[src/rtl/fround_pipe.sv]
// fround_pipe: two-stage pipelined round-to-integral unit for IEEE-754 binary formats.
//
// Each accepted operation carries its own rounding mode (FLOOR, CEIL, TRUNC, or RNE with
// ties-to-even) and an opaque tag. The result stays a float of the same format. The
// inexact flag is set when the result differs numerically from the operand.
//
// Ports
//   clk        clock; all state changes on the rising edge
//   reset      asynchronous, active-high; clears both stages and the outputs
//   in_valid   op/mode/tag are valid this cycle
//   in_ready   the unit accepts an op this cycle
//   op         operand {sign, exp, fra}
//   mode       00 FLOOR, 01 CEIL, 10 TRUNC, 11 RNE
//   tag        returned unchanged on out_tag
//   out_valid  result/out_tag/inexact are valid
//   out_ready  the consumer accepts the result
//   result     rounded value, same format as op
//   out_tag    tag of this result
//   inexact    1 when result != op numerically (NaN/Inf report 0)
//
// Handshake: a transfer happens on a rising edge where valid & ready are both 1, on both
// the input and output sides. The pipe uses one global stall. adv = ~out_valid | out_ready,
// and in_ready = adv. When adv is 0, every register holds, so result/out_tag/inexact stay
// stable while out_valid & ~out_ready. A stage with valid=0 moves forward as a bubble.
module fround_pipe #(
    parameter int EXP_W = 8,
    parameter int FRA_W = 23,
    parameter int TAG_W = 4
) (
    input  logic                 clk,
    input  logic                 reset,
    input  logic                 in_valid,
    output logic                 in_ready,
    input  logic [EXP_W+FRA_W:0] op,
    input  logic [1:0]           mode,
    input  logic [TAG_W-1:0]     tag,
    output logic                 out_valid,
    input  logic                 out_ready,
    output logic [EXP_W+FRA_W:0] result,
    output logic [TAG_W-1:0]     out_tag,
    output logic                 inexact
);

    localparam int W    = 1 + EXP_W + FRA_W;
    localparam int BIAS = (1 << (EXP_W - 1)) - 1;

    localparam logic [1:0] MODE_FLOOR = 2'b00;
    localparam logic [1:0] MODE_CEIL  = 2'b01;
    localparam logic [1:0] MODE_TRUNC = 2'b10;

    localparam logic [EXP_W-1:0] EXP_ONES = '1;
    localparam logic [EXP_W-1:0] EXP_BIAS = EXP_W'(BIAS);
    localparam logic [EXP_W-1:0] EXP_HALF = EXP_W'(BIAS - 1);
    // Smallest biased exponent whose value is always integral (e >= FRA_W).
    localparam logic [EXP_W:0]   EXP_INT  = (EXP_W + 1)'(BIAS + FRA_W);
    localparam logic [FRA_W-1:0] FRA_ONE  = FRA_W'(1);
    localparam logic [FRA_W:0]   MANT_ONE = (FRA_W + 1)'(1);

    // ---------------------------------------------------------------- flow control
    logic adv;
    assign adv      = ~out_valid | out_ready;
    assign in_ready = adv;

    // ---------------------------------------------------------------- stage 1 (comb)
    logic             in_sign;
    logic [EXP_W-1:0] in_exp;
    logic [FRA_W-1:0] in_fra;
    assign in_sign = op[W-1];
    assign in_exp  = op[W-2:FRA_W];
    assign in_fra  = op[FRA_W-1:0];

    logic is_special, is_zero, is_int, is_small;
    assign is_special = (in_exp == EXP_ONES);
    assign is_zero    = (in_exp == '0) && (in_fra == '0);
    assign is_int     = ({1'b0, in_exp} >= EXP_INT);
    assign is_small   = (in_exp < EXP_BIAS);

    // shamt = number of dropped fraction bits (FRA_W - e). It only matters when
    // 0 <= e < FRA_W, where it is in 1..FRA_W.
    logic [EXP_W:0]   shamt;
    logic [FRA_W-1:0] drop_m;
    logic [FRA_W-1:0] g_m;
    logic [FRA_W:0]   tval;
    logic [FRA_W:0]   unit;
    logic             any_frac, g_bit, st_bit, lsb_bit;

    assign shamt    = EXP_INT - {1'b0, in_exp};
    // Mask of dropped bits. It wraps to all-ones when shamt == FRA_W.
    assign drop_m   = (FRA_ONE << shamt) - FRA_ONE;
    assign g_m      = drop_m ^ (drop_m >> 1);   // top dropped bit only
    assign any_frac = |(in_fra & drop_m);
    assign g_bit    = |(in_fra & g_m);
    assign st_bit   = |(in_fra & (drop_m >> 1));
    assign tval     = {1'b1, in_fra & ~drop_m};
    assign unit     = MANT_ONE << shamt;        // one ULP of the integer part
    assign lsb_bit  = |(tval & unit);

    logic         s1_d_norm, s1_d_inc, s1_d_inexact;
    logic [W-1:0] s1_d_res;

    always_comb begin
        s1_d_norm    = 1'b0;
        s1_d_inc     = 1'b0;
        s1_d_inexact = 1'b0;
        s1_d_res     = op;
        if (is_special || is_zero || is_int) begin
            s1_d_res = op;
        end else if (is_small) begin
            // |x| < 1: the answer is a signed 0 or a signed 1.0.
            s1_d_inexact = 1'b1;
            case (mode)
                MODE_FLOOR: s1_d_res = in_sign  ? {in_sign, EXP_BIAS, {FRA_W{1'b0}}} : {in_sign, {(W-1){1'b0}}};
                MODE_CEIL:  s1_d_res = !in_sign ? {in_sign, EXP_BIAS, {FRA_W{1'b0}}} : {in_sign, {(W-1){1'b0}}};
                MODE_TRUNC: s1_d_res = {in_sign, {(W-1){1'b0}}};
                default:    s1_d_res = (in_exp == EXP_HALF && in_fra != '0)
                                       ? {in_sign, EXP_BIAS, {FRA_W{1'b0}}}
                                       : {in_sign, {(W-1){1'b0}}};
            endcase
        end else begin
            s1_d_norm    = 1'b1;
            s1_d_inexact = any_frac;
            case (mode)
                MODE_FLOOR: s1_d_inc = in_sign & any_frac;
                MODE_CEIL:  s1_d_inc = ~in_sign & any_frac;
                MODE_TRUNC: s1_d_inc = 1'b0;
                default:    s1_d_inc = g_bit & (st_bit | lsb_bit);
            endcase
        end
    end

    // ---------------------------------------------------------------- stage 1 regs
    logic             s1_valid, s1_norm, s1_inc, s1_inexact;
    logic [W-1:0]     s1_res;      // final result, or the original op when s1_norm
    logic [FRA_W:0]   s1_tval, s1_unit;
    logic [TAG_W-1:0] s1_tag;

    // ---------------------------------------------------------------- stage 2 (comb)
    // T always has its hidden bit set. After adding one integer ULP, the sum either keeps
    // that bit or wraps to zero. A clear hidden bit therefore means a carry into the exponent.
    // In that case the wrapped fraction bits are already zero.
    logic [FRA_W:0]   sum;
    logic             carry;
    logic [EXP_W-1:0] exp_n;
    logic [W-1:0]     res2;

    assign sum   = s1_tval + (s1_inc ? s1_unit : '0);
    assign carry = ~sum[FRA_W];
    assign exp_n = s1_res[W-2:FRA_W] + {{(EXP_W-1){1'b0}}, carry};
    assign res2  = s1_norm ? {s1_res[W-1], exp_n, sum[FRA_W-1:0]} : s1_res;

    // ---------------------------------------------------------------- registers
    always_ff @(posedge clk or posedge reset) begin
        if (reset) begin
            s1_valid   <= 1'b0;
            s1_norm    <= 1'b0;
            s1_inc     <= 1'b0;
            s1_inexact <= 1'b0;
            s1_res     <= '0;
            s1_tval    <= '0;
            s1_unit    <= '0;
            s1_tag     <= '0;
            out_valid  <= 1'b0;
            result     <= '0;
            out_tag    <= '0;
            inexact    <= 1'b0;
        end else if (adv) begin
            s1_valid  <= in_valid;
            out_valid <= s1_valid;
            if (in_valid) begin
                s1_norm    <= s1_d_norm;
                s1_inc     <= s1_d_inc;
                s1_inexact <= s1_d_inexact;
                s1_res     <= s1_d_res;
                s1_tval    <= tval;
                s1_unit    <= unit;
                s1_tag     <= tag;
            end
            if (s1_valid) begin
                result  <= res2;
                out_tag <= s1_tag;
                inexact <= s1_inexact;
            end
        end
    end

endmodule

[config.mk]
export PLATFORM = sky130hd
export DESIGN_NAME = fround_pipe
export DESIGN_NICKNAME = d
export VERILOG_FILES = /design/src/rtl/fround_pipe.sv
export SDC_FILE = /design/constraint.sdc
export NUM_CORES = 1
export LEC_CHECK = 0
export ABC_AREA = 1
export CORE_MARGIN = 5
export CORE_UTILIZATION = 40
export CTS_CLUSTER_SIZE = 30
export DETAILED_ROUTE_END_ITERATION = 10
export MAX_ROUTING_LAYER = met4
export SLEW_MARGIN = 25
export SYNTH_ARGS = -nofsm -noshare
export SYNTH_HDL_FRONTEND = slang
export SYNTH_SLANG_ARGS = --single-unit
[constraint.sdc]
create_clock -name clk -period 5.4 [get_ports clk]
set_clock_uncertainty 0.15 [all_clocks]
set_input_delay 1.08 -clock clk [delete_from_list [all_inputs] [get_ports clk]]
set_output_delay 1.08 -clock clk [all_outputs]
set_load 0.02 [all_outputs]
==> impl_metrics.sql <==
INSERT INTO impl_metrics (metric_group, metric, value, unit) VALUES
('critical_path', 'reg2reg_setup_slack', '0.66', 'ns'),
('logic_synthesis', 'cell_area_after_technology_mapping', '8832', 'µm²'),
('timing', 'count_of_final_hold_check_violations', '0', ''),
('route', 'drt_pass1_iterations', '5', ''),
('critical_path', 'critical_path.most_common_cell', 'sky130_fd_sc_hd__nand2_1', ''),
('logic_synthesis', 'syn_avg_cell_area', '7.026', 'µm²'),
('hold_path', 'hold_path_end', 'out_valid$_DFFE_PP0N_', ''),
('timing', 'timing.final.crit_share', '87.75', '%'),
('floorplanning', 'die-width', '158.6', 'µm'),
('critical_path', 'timing_worst_setup_path_type', 'reg2reg', ''),
('clocking', 'cts_max_level', '4', ''),
('finish', 'antennaDiodeCount', '0', ''),
('clocking', 'max_buffers_root_to_sink', '2', ''),
('finish', 'finalNetCount', '1407', ''),
('logic_synthesis', 'synth_warnings', '0', ''),
('place', 'place.gp.congestion', '0.9202', ''),
('place', 'detailedPlacementHpwl', '20.69', 'mm'),
('floorplanning', 'standard_cell_row_count', '54', ''),
('critical_path', 'crit_path_max_incr_delay', '0.45', 'ns'),
('finish', 'final_core_utilization', '48.52', '%'),
('pwr', 'vdd.ir_drop.worst', '218.5', 'µV'),
('clocking', 'cts_root_buf', 'sky130_fd_sc_hd__clkbuf_16', ''),
('route', 'first_iter_violations', '694', ''),
('place', 'buffer_ports.inserted', '80', ''),
('route', 'remaining_drc_errors', '0', ''),
('logic_synthesis', 'asyncSetResetFlopFracSynth', '100.0', '%'),
('critical_path', 'cpLargestDelayFamily', 'compound AO/OA/AOI/OAI gates', ''),
('critical_path', 'required', '5.58', 'ns'),
('finish', 'drive_gt1_share', '10.54', '%'),
('timing', 'setup-violations-final', '0', ''),
('pwr', 'power.leakage', '5.552', 'nW'),
('critical_path', 'critPathCaptureType', 'flop', ''),
('clocking', 'post_cts.repair.setup_buffers', '0', ''),
('timing', 'number_of_max_slew_violations_in_the_final_report', '0', ''),
('clocking', 'cts_tree', 'built', ''),
('global_route', 'first_global_vias', '7872', ''),
('clocking', 'worst_setup_hold_path_clk_slew', '0.06', 'ns'),
('global_route', 'initial_antenna_violation_count', '0', ''),
('route', 'ratio_of_routed_vias_to_standard_cells', '5.253', ''),
('critical_path', 'crit_slowest_cell', 'sky130_fd_sc_hd__dfrtp_1', ''),
('logic_synthesis', 'netlist_instances', '1257', ''),
('logic_synthesis', 'synth.distinct_cells', '50', ''),
('critical_path', 'regToRegEndpoint', 'result[29]$_DFFE_PP0P_', ''),
('hold_path', 'min-delay-path-class', 'reg2reg', ''),
('global_route', 'first_pass_grt_wire_length', '43.37', 'mm'),
('timing', 'timing_worst_slew_pin_value', '1.005', 'ns'),
('global_route', 'track_usage', '22.54', '%'),
('floorplanning', 'die-height', '158.6', 'µm'),
('hold_path', 'whs_path_depth', '2', ''),
('floorplanning', 'initial_core_util', '40.60', '%'),
('place', 'place_ws', '0.3769', 'ns'),
('timing', 'rsz0062_at_grt', 'no', ''),
('run_status', 'run_status', 'finished, final reports clean', ''),
('critical_path', 'cp_arrival', '4.92', 'ns'),
('timing', 'totalNegativeSetupSlack', '0', 'ns'),
('finish', 'growth_of_design_area_from_synthesis_to_finish', '19.52', '%'),
('global_route', 'overflow_left_after_global_routing', '0', ''),
('route', 'routed_wire_length_per_instance', '16.42', 'µm'),
('critical_path', 'reg2reg_depth', '25', ''),
('critical_path', 'startpoint_type', 'flop', ''),
('timing', 'slew_headroom', '32.89', '%'),
('floorplanning', 'die_footprint', '25150', 'µm²'),
('critical_path', 'worst_r2r_startpoint', 's1_inc$_DFFE_PP0P_', ''),
('flow_run', 'maxCapViolations', '0', ''),
('global_route', 'grt_max_degree', '92', ''),
('clocking', 'cts_sinks', '126', ''),
('logic_synthesis', 'synth_nets', '1330', ''),
('logic_synthesis', 'dominantRegCellSynth', 'sky130_fd_sc_hd__dfrtp_1', ''),
('logic_synthesis', 'synth-edff-count', '0', ''),
('timing', 'max_freq', '211.0', 'MHz'),
('pwr', 'post-layout-total-power', '3.245', 'mW');
[area by class of cell]
type	count	area (µm²)
clock buffers	18	439.2
clock inverters	14	157.7
fillers	2186	11200
inverters	146	560.5
multi-input cells	943	4932
flip-flops and latches	126	3153
well taps	280	350.3
repair buffers	100	963.4
[tightest hold or removal path: cells and delay by family (launching register included)]
family | cells | cell delay, ns
buf+inv | 1 | 0.06
flops | 1 | 0.32
simple gates | 1 | 0.06
[sequential cells by signal, summed over array words and instances (netlist names)]
register	flops
s1_unit	24
s1_valid	1
s1_tval	24
s1_res	32
out_valid	1
s1_norm	1
s1_inc	1
result	32
inexact	1
out_tag	4
s1_tag	4
s1_inexact	1
[metal layers]
| metal | track usage [%] | vias to the layer above | share of wire [%] |
|---|---|---|---|
| met1 | 33.84 | 3979 | 51 |
| met4 | 7.555 | 0 | 2.8 |
| met5 | - | - | 0 |
| met3 | 2.501 | 44 | 4.9 |
| li1 | - | 4276 | - |
| met2 | 31.49 | 247 | 42 |
[power breakdown]
group          total, mW  internal (mW)  switching, mW
logic              0.903          0.356          0.547
registers           1.20           1.10         0.0948
clock network       1.15          0.699          0.447
total               3.24           2.16           1.09
[worst max path at each step]
| stage | start | to | slack, ns | cells past startpoint |
|---|---|---|---|---|
| after floorplan | reset | inexact$_DFFE_PP0P_ | 0.81 | 1 |
| after global placement | s1_inc$_DFFE_PP0P_ | result[30]$_DFFE_PP0P_ | 0.41 | 24 |
| after detailed placement | s1_inc$_DFFE_PP0P_ | result[29]$_DFFE_PP0P_ | 0.38 | 26 |
| after CTS | s1_inc$_DFFE_PP0P_ | result[29]$_DFFE_PP0P_ | 0.37 | 25 |
| after global routing | s1_inc$_DFFE_PP0P_ | result[29]$_DFFE_PP0P_ | 0.06 | 25 |
| final | s1_inc$_DFFE_PP0P_ | result[29]$_DFFE_PP0P_ | 0.66 | 25 |
[what timing repair did]
action | in CTS | in global routing
setup endpoints to repair | 0 | 3
resized for setup | 0 | 4
hold buffers | 0 | 0
[cell usage after synthesis (4+ instances only)]
cell,number,area share [%]
sky130_fd_sc_hd__nand2_1,391,17
sky130_fd_sc_hd__inv_1,129,5.5
sky130_fd_sc_hd__dfrtp_1,126,36
sky130_fd_sc_hd__nor2_1,92,3.9
sky130_fd_sc_hd__nand3_1,89,5.0
sky130_fd_sc_hd__o21ai_0,75,4.2
sky130_fd_sc_hd__a21oi_1,61,3.5
sky130_fd_sc_hd__nand4_1,33,2.3
sky130_fd_sc_hd__clkbuf_1,30,1.3
sky130_fd_sc_hd__ha_1,30,4.2
sky130_fd_sc_hd__xor2_1,17,1.7
sky130_fd_sc_hd__nand2_2,16,1.1
sky130_fd_sc_hd__inv_2,15,0.64
sky130_fd_sc_hd__nor3_1,14,0.79
sky130_fd_sc_hd__o31ai_1,14,1.2
sky130_fd_sc_hd__nor2_2,11,0.78
sky130_fd_sc_hd__nand3_2,10,1.1
sky130_fd_sc_hd__o21ai_1,10,0.57
sky130_fd_sc_hd__nand4_2,9,1.3
sky130_fd_sc_hd__nor2_4,9,1.1
sky130_fd_sc_hd__o22ai_1,6,0.43
sky130_fd_sc_hd__xnor2_1,6,0.59
sky130_fd_sc_hd__a22oi_1,5,0.43
sky130_fd_sc_hd__a31oi_1,4,0.28
sky130_fd_sc_hd__buf_4,4,0.34
sky130_fd_sc_hd__nor4_1,4,0.28
sky130_fd_sc_hd__o211ai_1,4,0.34
[placed cells by master (no fill, tap or decap), drive strengths merged]
cell type,count
nand2,408
xor2,17
a21oi,61
nor2,114
clkdlybuf4s50,80
fa,1
o2111ai,1
a21boi,6
or2,3
inv,149
clkinvlp,3
nand3,100
o221ai,3
or4,1
a31oi,4
o21bai,3
nor3,17
dfrtp,126
xnor2,6
clkbuf,18
buf,20
nand4,44
o211ai,4
ha,30
nand3b,2
clkinv,6
a22oi,5
nor3b,1
a211oi,1
bufinv,2
o31ai,14
nor4,4
o22ai,6
o21ai,85
a41oi,1
a31o,1
[through the flow]
stage	std cells	area, µm²	hold WS [ns]
finish	1627	10560	0.3222
global route	1627	10560	0.3461
CTS	1627	10550	0.3254
detailed placement	1595	9953	0.3094
global placement	1595	9953	0.2904
floorplan	1257	8832	0.2817
[cells by family after synthesis]
logic type / count (synthesis) / synth area share [%]
AND/OR/NAND/NOR: 694 / 36.61
AO/OA/AOI/OAI: 195 / 12.38
buffers and inverters: 188 / 8.556
flip-flops: 126 / 35.70
adder cells (fa/ha/maj): 31 / 4.477
XOR/XNOR: 23 / 2.281
No activity file was read; power rests on OpenSTA's default activity.
